### src/rtl/cpu_pkg.sv
// Shared CPU definitions: ALU op codes, CCR flag bit positions,
// branch condition codes and the CCR update masks.
package cpu_pkg;

    localparam logic [3:0] ALU_NOP  = 4'b0000;
    localparam logic [3:0] ALU_PASS = 4'b0001;
    localparam logic [3:0] ALU_ADD  = 4'b0010;
    localparam logic [3:0] ALU_SUB  = 4'b0011;
    localparam logic [3:0] ALU_AND  = 4'b0100;
    localparam logic [3:0] ALU_OR   = 4'b0101;
    localparam logic [3:0] ALU_RLC  = 4'b0110;
    localparam logic [3:0] ALU_RRC  = 4'b0111;
    localparam logic [3:0] ALU_SETC = 4'b1000;
    localparam logic [3:0] ALU_CLRC = 4'b1001;
    localparam logic [3:0] ALU_NOT  = 4'b1010;
    localparam logic [3:0] ALU_NEG  = 4'b1011;
    localparam logic [3:0] ALU_INC  = 4'b1100;
    localparam logic [3:0] ALU_DEC  = 4'b1101;

    localparam int CCR_Z = 0;
    localparam int CCR_N = 1;
    localparam int CCR_C = 2;
    localparam int CCR_V = 3;

    localparam logic [1:0] BR_Z = 2'b00;
    localparam logic [1:0] BR_N = 2'b01;
    localparam logic [1:0] BR_C = 2'b10;
    localparam logic [1:0] BR_V = 2'b11;

    // Update masks, bit order {V,C,N,Z}
    localparam logic [3:0] MASK_ALL  = 4'b1111;
    localparam logic [3:0] MASK_ZN   = 4'b0011;
    localparam logic [3:0] MASK_C    = 4'b0100;
    localparam logic [3:0] MASK_NONE = 4'b0000;

    // Width of a counter that must hold 0..depth inclusive
    function automatic int cnt_w(input int depth);
        return $clog2(depth + 1);
    endfunction

endpackage

### src/rtl/ccr_unit_if.sv
// Bundle between the ALU/control unit (master) and the CCR (slave).
// Carries ALU flags, interrupt save/restore, branch query and CCR state.
interface ccr_unit_if #(
    parameter int SHADOW_DEPTH = 2
);
    import cpu_pkg::*;

    localparam int CW = cnt_w(SHADOW_DEPTH);

    logic          stall;
    logic          alu_valid;
    logic [3:0]    alu_sel;
    logic          z_in;
    logic          n_in;
    logic          c_in;
    logic          v_in;
    logic          int_save;
    logic          int_restore;
    logic          br_req;
    logic [1:0]    br_cond;
    logic          br_taken;
    logic [3:0]    ccr;
    logic          cin_out;
    logic [CW-1:0] shadow_cnt;
    logic          stk_err;

    modport master (
        output stall, alu_valid, alu_sel,
        output z_in, n_in, c_in, v_in,
        output int_save, int_restore,
        output br_req, br_cond,
        input  br_taken, ccr, cin_out,
        input  shadow_cnt, stk_err
    );

    modport slave (
        input  stall, alu_valid, alu_sel,
        input  z_in, n_in, c_in, v_in,
        input  int_save, int_restore,
        input  br_req, br_cond,
        output br_taken, ccr, cin_out,
        output shadow_cnt, stk_err
    );

endinterface

### src/rtl/ccr_shadow_stack.sv
// LIFO of saved CCR values for interrupt nesting.
// Ports: push_i/pop_i/din_i in; dout_o (top), count_o, full_o, empty_o out.
module ccr_shadow_stack
    import cpu_pkg::*;
#(
    parameter int DEPTH = 2,
    localparam int CW = cnt_w(DEPTH)
) (
    input  logic          clk,
    input  logic          rst_n,
    input  logic          push_i,
    input  logic          pop_i,
    input  logic [3:0]    din_i,
    output logic [3:0]    dout_o,
    output logic [CW-1:0] count_o,
    output logic          full_o,
    output logic          empty_o
);

    logic [3:0]    mem_q [DEPTH];
    logic [CW-1:0] cnt_q;

    assign count_o = cnt_q;
    assign full_o  = (cnt_q == CW'(DEPTH));
    assign empty_o = (cnt_q == '0);

    always_comb begin
        dout_o = '0;
        for (int i = 0; i < DEPTH; i++) begin
            if (CW'(i + 1) == cnt_q) dout_o = mem_q[i];
        end
    end

    // Push together with pop: the pop wins and the top entry is
    // rewritten with the value it already holds, so nothing moves.
    always_ff @(posedge clk or negedge rst_n) begin
        if (!rst_n) begin
            cnt_q <= '0;
            for (int i = 0; i < DEPTH; i++) mem_q[i] <= '0;
        end else if (pop_i) begin
            if (!empty_o && !push_i) cnt_q <= cnt_q - 1'b1;
        end else if (push_i && !full_o) begin
            for (int i = 0; i < DEPTH; i++) begin
                if (CW'(i) == cnt_q) mem_q[i] <= din_i;
            end
            cnt_q <= cnt_q + 1'b1;
        end
    end

endmodule

### src/rtl/ccr_unit.sv
// Condition-code register {V,C,N,Z} with masked ALU commit, shadow stack
// and branch evaluation. Ports: clk, rst_n, bus (ccr_unit_if.slave).
// Optional CCR_BR_CLR_EN: a taken branch clears the tested flag.
module ccr_unit
    import cpu_pkg::*;
#(
    parameter int SHADOW_DEPTH = 2,
    localparam int CW = cnt_w(SHADOW_DEPTH)
) (
    input  logic       clk,
    input  logic       rst_n,
    ccr_unit_if.slave  bus
);

    logic [3:0]    ccr_q, ccr_d;
    logic          err_q;
    logic [3:0]    mask;
    logic [3:0]    flags;
    logic [3:0]    ccr_next;
    logic          push, pop, err_set;
    logic [3:0]    stk_dout;
    logic [CW-1:0] stk_cnt;
    logic          stk_full, stk_empty;

    assign flags = {bus.v_in, bus.c_in, bus.n_in, bus.z_in};

    always_comb begin
        mask = MASK_NONE;
        if (bus.alu_valid) begin
            unique case (bus.alu_sel)
                ALU_ADD, ALU_SUB, ALU_INC, ALU_DEC:   mask = MASK_ALL;
                ALU_AND, ALU_OR, ALU_NOT, ALU_NEG:    mask = MASK_ZN;
                ALU_RLC, ALU_RRC, ALU_SETC, ALU_CLRC: mask = MASK_C;
                default:                              mask = MASK_NONE;
            endcase
        end
    end

    assign bus.br_taken = bus.br_req & ccr_q[bus.br_cond];

    // Per-bit select so an X on an unmasked flag input never leaks in
    always_comb begin
        ccr_next = ccr_q;
        for (int i = 0; i < 4; i++) begin
            if (mask[i]) ccr_next[i] = flags[i];
        end
`ifdef CCR_BR_CLR_EN
        if (bus.br_taken && !mask[bus.br_cond])
            ccr_next[bus.br_cond] = 1'b0;
`endif
    end

    assign push    = bus.int_save & ~bus.stall;
    assign pop     = bus.int_restore & ~bus.stall;
    assign err_set = (pop & stk_empty) | (push & ~pop & stk_full);
    assign ccr_d   = (pop && !stk_empty) ? stk_dout : ccr_next;

    ccr_shadow_stack #(
        .DEPTH (SHADOW_DEPTH)
    ) u_stk (
        .clk     (clk),
        .rst_n   (rst_n),
        .push_i  (push),
        .pop_i   (pop),
        .din_i   (ccr_next),
        .dout_o  (stk_dout),
        .count_o (stk_cnt),
        .full_o  (stk_full),
        .empty_o (stk_empty)
    );

    always_ff @(posedge clk or negedge rst_n) begin
        if (!rst_n) begin
            ccr_q <= '0;
            err_q <= 1'b0;
        end else if (!bus.stall) begin
            ccr_q <= ccr_d;
            if (err_set) err_q <= 1'b1;
        end
    end

    assign bus.ccr        = ccr_q;
    assign bus.cin_out    = ccr_q[CCR_C];
    assign bus.shadow_cnt = stk_cnt;
    assign bus.stk_err    = err_q;

endmodule

### src/flat_wrapper.sv
// flat-port wrapper written by rule: the top's interface ports become plain ports
module ccr_unit_flat import cpu_pkg::*;
#(
    parameter int SHADOW_DEPTH = 2,
    localparam int CW = cnt_w(SHADOW_DEPTH)
)
  (clk, rst_n, bus_stall, bus_alu_valid, bus_alu_sel, bus_z_in, bus_n_in, bus_c_in, bus_v_in, bus_int_save, bus_int_restore, bus_br_req, bus_br_cond, bus_br_taken, bus_ccr, bus_cin_out, bus_shadow_cnt, bus_stk_err);
  ccr_unit_if #(.SHADOW_DEPTH(SHADOW_DEPTH)) bus_i ();
  input  logic clk;
  input  logic rst_n;
  input wire logic [$bits(bus_i.stall)-1:0] bus_stall;
  input wire logic [$bits(bus_i.alu_valid)-1:0] bus_alu_valid;
  input wire logic [$bits(bus_i.alu_sel)-1:0] bus_alu_sel;
  input wire logic [$bits(bus_i.z_in)-1:0] bus_z_in;
  input wire logic [$bits(bus_i.n_in)-1:0] bus_n_in;
  input wire logic [$bits(bus_i.c_in)-1:0] bus_c_in;
  input wire logic [$bits(bus_i.v_in)-1:0] bus_v_in;
  input wire logic [$bits(bus_i.int_save)-1:0] bus_int_save;
  input wire logic [$bits(bus_i.int_restore)-1:0] bus_int_restore;
  input wire logic [$bits(bus_i.br_req)-1:0] bus_br_req;
  input wire logic [$bits(bus_i.br_cond)-1:0] bus_br_cond;
  output wire logic [$bits(bus_i.br_taken)-1:0] bus_br_taken;
  output wire logic [$bits(bus_i.ccr)-1:0] bus_ccr;
  output wire logic [$bits(bus_i.cin_out)-1:0] bus_cin_out;
  output wire logic [$bits(bus_i.shadow_cnt)-1:0] bus_shadow_cnt;
  output wire logic [$bits(bus_i.stk_err)-1:0] bus_stk_err;
  assign bus_i.stall = bus_stall;
  assign bus_i.alu_valid = bus_alu_valid;
  assign bus_i.alu_sel = bus_alu_sel;
  assign bus_i.z_in = bus_z_in;
  assign bus_i.n_in = bus_n_in;
  assign bus_i.c_in = bus_c_in;
  assign bus_i.v_in = bus_v_in;
  assign bus_i.int_save = bus_int_save;
  assign bus_i.int_restore = bus_int_restore;
  assign bus_i.br_req = bus_br_req;
  assign bus_i.br_cond = bus_br_cond;
  assign bus_br_taken = bus_i.br_taken;
  assign bus_ccr = bus_i.ccr;
  assign bus_cin_out = bus_i.cin_out;
  assign bus_shadow_cnt = bus_i.shadow_cnt;
  assign bus_stk_err = bus_i.stk_err;
  ccr_unit #(.SHADOW_DEPTH(SHADOW_DEPTH)) u_core (.clk(clk), .rst_n(rst_n), .bus(bus_i));
endmodule
### config.mk
export PLATFORM = sky130hd
export DESIGN_NAME = ccr_unit_flat
export DESIGN_NICKNAME = d
export VERILOG_FILES = /design/src/rtl/cpu_pkg.sv /design/src/rtl/ccr_unit_if.sv /design/src/rtl/ccr_shadow_stack.sv /design/src/rtl/ccr_unit.sv /design/src/flat_wrapper.sv
export SDC_FILE = /design/constraint.sdc
export NUM_CORES = 1
export LEC_CHECK = 0
export CELL_PAD_IN_SITES_DETAIL_PLACEMENT = 2
export CELL_PAD_IN_SITES_GLOBAL_PLACEMENT = 2
export CORE_MARGIN = 3
export CORE_UTILIZATION = 29
export DETAILED_ROUTE_END_ITERATION = 16
export PLACE_DENSITY = 0.84
export SYNTH_ARGS = -nofsm -noshare
export SYNTH_HDL_FRONTEND = slang
export SYNTH_SLANG_ARGS = --single-unit
export TNS_END_PERCENT = 1
### constraint.sdc
create_clock -name clk -period 1.9 [get_ports clk]
set_input_delay 0.475 -clock clk [delete_from_list [all_inputs] [get_ports clk]]
set_output_delay 0.475 -clock clk [all_outputs]
set_load 0.05 [all_outputs]
==> impl_results.md, run 1 <==
* Status: complete, but fails checks
* Violated checks: setup timing
* Unrepaired setup endpoints after global routing: true
* GRT overflow at 0
* Worst slack at placement at -0.383 ns
* Wire length per cell at 18.3 um
* Element type at the critical path end: primary output
* Max VDD drop at 0.000620 V
* Vias/cell at 5.21
* Worst Max-Slew Pin Slew at 0.306 ns
* # port buffers at 24
* Clk root buf: clkbuf_4
* I/O pins at 26
* Die W at 64.8 um
* Layout area overhead at 40.3%
* ANT nets after route at 0
* Iteration-0 DRC Markers at 21
* TNS Setup at -0.0385 ns
* Post-DP HPWL at 2530 um
* CTS Hold Bufs at 0
* Min Tclk post-route at 1.94 ns
* Crit path kind: reg2out
* H-tree Lvls at 1
* CORE AREA at 0.00318 mm^2
* Post-synthesis sequential area ratio at 0.375
* Worst-path clk slew at 0.10 ns
* Leak pwr at 0.625 nW
* Pwr/cell area at 1410 mW/mm^2
* Synth cell types at 38
* Rel. slew slack at 0.796
* Most common library cell in the layout ignoring fill and taps: buf_4
* Ant diodes at 0
* Met3 Usage GRT at 0.0312
* Syn Nets at 125
* CTS Sinks at 15
* Met2 usage at 0.335
* Layout cells sized above 1 at 0.326
* Clk_lat worst skew at 0.30 ns
* Tcrit/Tclk final at 1.02
* CTS tree: built
* Synthesized area at 0.00100 mm^2
* Global-route wire length before repair at 5710 um
* Routed wire length at 3380 um
* Global route hottest layer: met2
* CP required at 1.42 ns
* RD Place Congestion at 0.742
* Slew Viols, Final at 0
* Most frequent cells in the layout: buf_4 (25), a21oi_1 (15), clkdlybuf4s50_1 (13), dfrtp_1 (13), ha_1 (6)
* Number of global-route vias before repair at 1118
* Pre-antenna DRT Iters at 4
* CP max FO at 2
* Total number of vias at 964
* Startpoint Class: flop
* Clk_skew at 0.00329 ns
* TritonCTS Buffers at 3
* Setup slack after layout at -0.0385 ns
* Die H at 64.8 um
* Max clock buf depth at 2
* Worst Path Arrival at 1.46 ns
* Die footprint at 0.00420 mm^2
* # setup viols final at 1
* Starting density of the core at 0.315
* Layout Nets at 165
* Max_cap viols at 0
* Synthesized flop and latch total at 15
* Global routing usage on met1 at 0.209
* Antenna violations before repair at 0
* # rows at 20
* Hold Path Class: in2async
* Largest net degree at the start of global routing at 16
* Syn Inst Count at 102
* Maximum clock frequency at 516 MHz
* DR DRC count at 0
* Synth warn at 0
* Syn Area/Cell at 9.83 um^2
* Gr usage total at 0.181
* Final Hold Vio Count at 0
[cell usage after synthesis]
cell | number | share of area
mux2i_1 | 2 | 0.020
inv_1 | 5 | 0.019
nor2b_1 | 1 | 0.0062
xnor2_1 | 2 | 0.017
nand4_1 | 2 | 0.012
ha_1 | 6 | 0.075
nand3_1 | 1 | 0.0050
buf_4 | 2 | 0.015
a211o_1 | 1 | 0.0087
nor4b_4 | 1 | 0.024
a221oi_1 | 1 | 0.0087
and2b_1 | 1 | 0.0075
clkbuf_1 | 1 | 0.0037
a21oi_2 | 1 | 0.0087
and2_1 | 3 | 0.019
buf_2 | 2 | 0.010
and3_1 | 2 | 0.012
o21ai_0 | 3 | 0.015
buf_6 | 1 | 0.011
a31oi_1 | 5 | 0.031
and2b_2 | 1 | 0.0087
o21a_1 | 1 | 0.0075
mux4_2 | 1 | 0.022
o41ai_1 | 1 | 0.0087
nor3b_1 | 1 | 0.0075
or3b_2 | 3 | 0.026
nor2_1 | 1 | 0.0037
and3b_2 | 3 | 0.030
and2_2 | 1 | 0.0075
nand3b_1 | 2 | 0.015
o31ai_1 | 2 | 0.015
o211ai_1 | 1 | 0.0075
a21oi_1 | 15 | 0.075
nand2b_1 | 2 | 0.012
o21bai_1 | 1 | 0.0075
dfrtp_1 | 15 | 0.37
nand2_1 | 5 | 0.019
a211oi_1 | 3 | 0.022
[where the power goes]
part / switching [mW] / internal [mW]
sequential: 0.0980 / 0.472
clock: 0.121 / 0.0785
combinational: 0.727 / 0.486
total: 0.946 / 1.04
[metal layers]
metal  up-vias  routed length [um]
met5         -                   0
met3         4                  80
met4         0                  43
li1        450                   -
met2        10                1840
met1       500                1420
[timing repair]
action	CTS	global route
endpoints found under the setup margin	1	5
pin swaps	1	1
gates resized for setup	6	2
buffers inserted	3	0
[cells by family after synthesis]
logic type,synth area share
xor+xnor,0.0175
flops,0.375
compound gates,0.216
fa+ha+maj,0.0749
simple gates,0.216
mux,0.0424
buf+inv,0.0587
[through the flow]
stage	hold slack [ns]	utilization	power, mW	instance area [um^2]	instances
finish	0.484	0.443	1.98	1410	185
global route	0.499	0.443	2.14	1410	185
CTS	0.486	0.441	1.99	1400	185
detailed placement	0.482	0.422	1.72	1340	178
global placement	0.462	0.422	1.65	1340	178
floorplan	0.179	-	1.34	1000	102
[sequential cells by signal (all words and copies together) (netlist names)]
signal / count
u_core.u_stk.count_o: 2
u_core.bus.stk_err: 1
u_core.u_stk.mem_q: 8
u_core.bus.ccr: 4
[final cells by class]
| cell class | instances | area [um^2] |
|---|---|---|
| clock buffers | 3 | 22.5 |
| clock inverters | 1 | 5.00 |
| fillers | 363 | 1770 |
| inverters | 5 | 18.8 |
| multi-input cells | 76 | 576 |
| flip-flops and latches | 15 | 378 |
| well taps | 44 | 55.1 |
| repair buffers | 41 | 352 |
[critical path, stage by stage, from the launching register on]
cell and delay, ns:
dfrtp_1 0.41, mux4_2 0.45, and2_4 0.16, buf_8 0.14
[final timing paths]
kind | start | to | slack [ns] | depth (start not counted)
min in group clk | u_core.bus.stk_err | u_core.bus.stk_err | 0.51 | 1
max reg2reg | u_core.u_stk.count_o[0] | u_core.u_stk.mem_q[7] | 0.14 | 7
max in group asynchronous | rst_n | u_core.u_stk.count_o[0] | 1.22 | 2
min | rst_n | u_core.u_stk.mem_q[0] | 0.48 | 2
min reg2reg | u_core.bus.stk_err | u_core.bus.stk_err | 0.51 | 1
max | u_core.bus.ccr[1] | bus_br_taken | -0.04 | 3
No activity file was read; power rests on OpenSTA's default activity.
==> run 2: changes to the inputs <==
--- a/config.mk
+++ b/config.mk
@@ -8,9 +8,9 @@
 export CELL_PAD_IN_SITES_DETAIL_PLACEMENT = 2
 export CELL_PAD_IN_SITES_GLOBAL_PLACEMENT = 2
 export CORE_MARGIN = 3
-export CORE_UTILIZATION = 29
+export CORE_UTILIZATION = 26
 export DETAILED_ROUTE_END_ITERATION = 16
-export PLACE_DENSITY = 0.84
+export PLACE_DENSITY = 0.8
 export SYNTH_ARGS = -nofsm -noshare
 export SYNTH_HDL_FRONTEND = slang
 export SYNTH_SLANG_ARGS = --single-unit
==> constraint.sdc (replaced) <==
create_clock -name clk -period 1.6 [get_ports clk]
set_input_delay 0.4 -clock clk [delete_from_list [all_inputs] [get_ports clk]]
set_output_delay 0.4 -clock clk [all_outputs]
set_load 0.05 [all_outputs]
==> impl_results.md, run 2 (synthesis results as in run 1) <==
* Element type at the critical path end: primary output
* Status: complete, but fails checks
* Crit path kind: reg2out
* Total number of vias at 946 (-1.9%)
* Rel. slew slack at 0.808 (+0.0116)
* Starting density of the core at 0.285 (-0.0307)
* CP cell instances: mux4_2 > and2_4 > buf_8
* Max clock buf depth at 2 (unchanged)
* FILL cells at 385 (+6.1%)
* Unrepaired setup endpoints after global routing: true
* Reg2reg end: u_core.u_stk.mem_q[3]
* Worst-path clk slew at 0.07 ns (-0.03 ns)
* Tcrit/Tclk final at 1.15
* Final Util at 0.459 (+0.0166)
* Violated checks: setup timing
* Worst Path Arrival at 1.44 ns (-0.02 ns)
* Routed wire length at 3810 um (+13%)
* GRT overflow at 0 (unchanged)
* Clk root buf: clkbuf_8
* Met2 usage at 0.318 (-0.0169)
* DR DRC count at 0 (unchanged)
* Multi-input combinational cell area at 671 um^2 (+17%)
* H-tree Lvls at 1 (unchanged)
* Number of global-route vias before repair at 1119 (+0.089%)
* Pre-antenna DRT Iters at 4 (unchanged)
* Clk_skew at 0.00709 ns (+0.00379 ns)
* Met3 Usage GRT at 0.0378 (+0.00657)
* CORE AREA at 0.00352 mm^2 (+11%)
* Global-route wire length before repair at 6080 um (+6.4%)
* Max FFs per register at 8 (unchanged)
* CP max FO at 2 (unchanged)
* CP required at 1.20 ns (-0.22 ns)
* Clk_lat worst skew at 0.26 ns (-0.04 ns)
* Post-DP HPWL at 2600 um (+2.9%)
* Maximum clock frequency at 543 MHz
* I/O pins at 26 (unchanged)
* ANT nets after route at 0 (unchanged)
* Die H at 68.1 um (+5.1%)
* Slew Viols, Final at 0 (unchanged)
* CTS Hold Bufs at 0 (unchanged)
* # port buffers at 24 (unchanged)
* Global route hottest layer: met2
* Min Tclk post-route at 1.84 ns
* CP peak stage delay at 0.47 ns (+0.02 ns)
* # rows at 21 (+5.0%)
* Post-route insts no fill at 186 (+0.54%)
* WHS at 0.459 ns (-0.0250 ns)
* Most flop-heavy register: u_core.u_stk.mem_q
* Most frequent cells in the layout: buf_4 (16), a21oi_1 (11), clkdlybuf4s50_1 (10)
* CTS Sinks at 15 (unchanged)
* Worst reg2reg startpoint: u_core.u_stk.count_o[0]
* CTS tree: built
* Pwr/cell area at 1790 mW/mm^2 (+27%)
* Worst slack at placement at -0.524 ns (-0.142 ns)
* Vias/cell at 5.09 (-2.4%)
* Largest net degree at the start of global routing at 16 (unchanged)
* Startpoint Class: flop
* Combined flip-flop and latch cell area at 383 um^2 (+1.3%)
* Max VDD drop at 0.000724 V (+17%)
* # setup viols final at 1 (unchanged)
* Global routing usage on met1 at 0.223 (+0.0136)
* TritonCTS Buffers at 3 (unchanged)
* Final Hold Vio Count at 0 (unchanged)
* Setup slack after layout at -0.242 ns (-0.203 ns)
* Die footprint at 0.00464 mm^2 (+10%)
* Layout Nets at 164 (-0.61%)
* Ant diodes at 0 (unchanged)
* Placed Cells at 181 (+1.7%)
* Layout cells sized above 1 at 0.471 (+0.145)
* Most common library cell in the layout ignoring fill and taps: buf_4
* RD Place Congestion at 0.762 (+2.7%)
* R2R cell count at 6 (-1)
* Antenna violations before repair at 0 (unchanged)
* Die W at 68.1 um (+5.1%)
* Slowest stage cell, crit path: mux4_2
* Worst reg-to-reg setup slack at 0.03 ns (-0.11 ns)
* Layout area overhead at 61.3%
* Gr usage total at 0.183 (+0.00177)
* Wire length per cell at 20.5 um (+12%)
* Hold Path Class: in2async
* Worst Max-Slew Pin Slew at 0.287 ns (-0.0186 ns)
* Leak pwr at 0.668 nW (+6.9%)
* Iteration-0 DRC Markers at 53 (+150%)
* Power Total at 2.89 mW (+46%)
* Max_cap viols at 0 (unchanged)
-- run 2: cell types whose count changed in the layout (fill, tap and decap cells not counted), sizes merged --
| cell | delta |
|---|---|
| buf | -1 |
| clkbuf | +1 |
| clkdlybuf4s15 | -1 |
| clkdlybuf4s50 | -3 |
| clkinv | -1 |
| dlygate4sd2 | +4 |
-- run 2: power breakdown --
group,switching [mW],internal [mW]
sequential,0.155,0.571
combinational,0.969,0.866
clock,0.149,0.177
total,1.27,1.61
-- run 2: how the worst max path moves through the flow --
stage,from,end,slack [ns],cells past startpoint
2_1_floorplan,u_core.u_stk.count_o[0],u_core.u_stk.count_o[1],-0.12,6
3_3_place_gp,bus_br_cond[0],bus_br_taken,-0.50,4
3_5_place_dp,bus_br_cond[0],bus_br_taken,-0.52,4
4_1_cts,u_core.bus.ccr[3],bus_br_taken,-0.21,3
5_1_grt,u_core.bus.ccr[3],bus_br_taken,-0.28,3
6_report,u_core.bus.ccr[3],bus_br_taken,-0.24,3
-- run 2: critical path: cells and delay by family, from the launching register on --
kind	cells	cell delay (ns)
mux	1	0.47
flops	1	0.40
simple gates	1	0.16
buf+inv	1	0.14
-- run 2: layout make-up --
cell class,count,share of cell area
multi-input cells,76,0.415
repair buffers,40,0.272
flip-flops and latches,15,0.237
well taps,46,0.0356
clock buffers,4,0.0279
inverters,5,0.0132
-- run 2: timing repair --
action                     CTS  global route
setup buffers                1             0
setup endpoints to repair   14            14
gates resized for setup     20             7
pin swaps                    4             1
-- run 2: per-stage QoR --
| stage | TNS, ns | area, um^2 |
|---|---|---|
| finish | -0.242 | 1620 |
| global route | -0.375 | 1620 |
| CTS | -0.214 | 1600 |
| detailed placement | -5.60 | 1500 |
| global placement | -4.41 | 1500 |
| floorplan | -0.408 | 1050 |
-- run 2: metal layers --
layer,wire [um],vias up
met5,0,-
met4,63,0
met3,87,7
met2,1980,13
met1,1680,473
li1,-,453
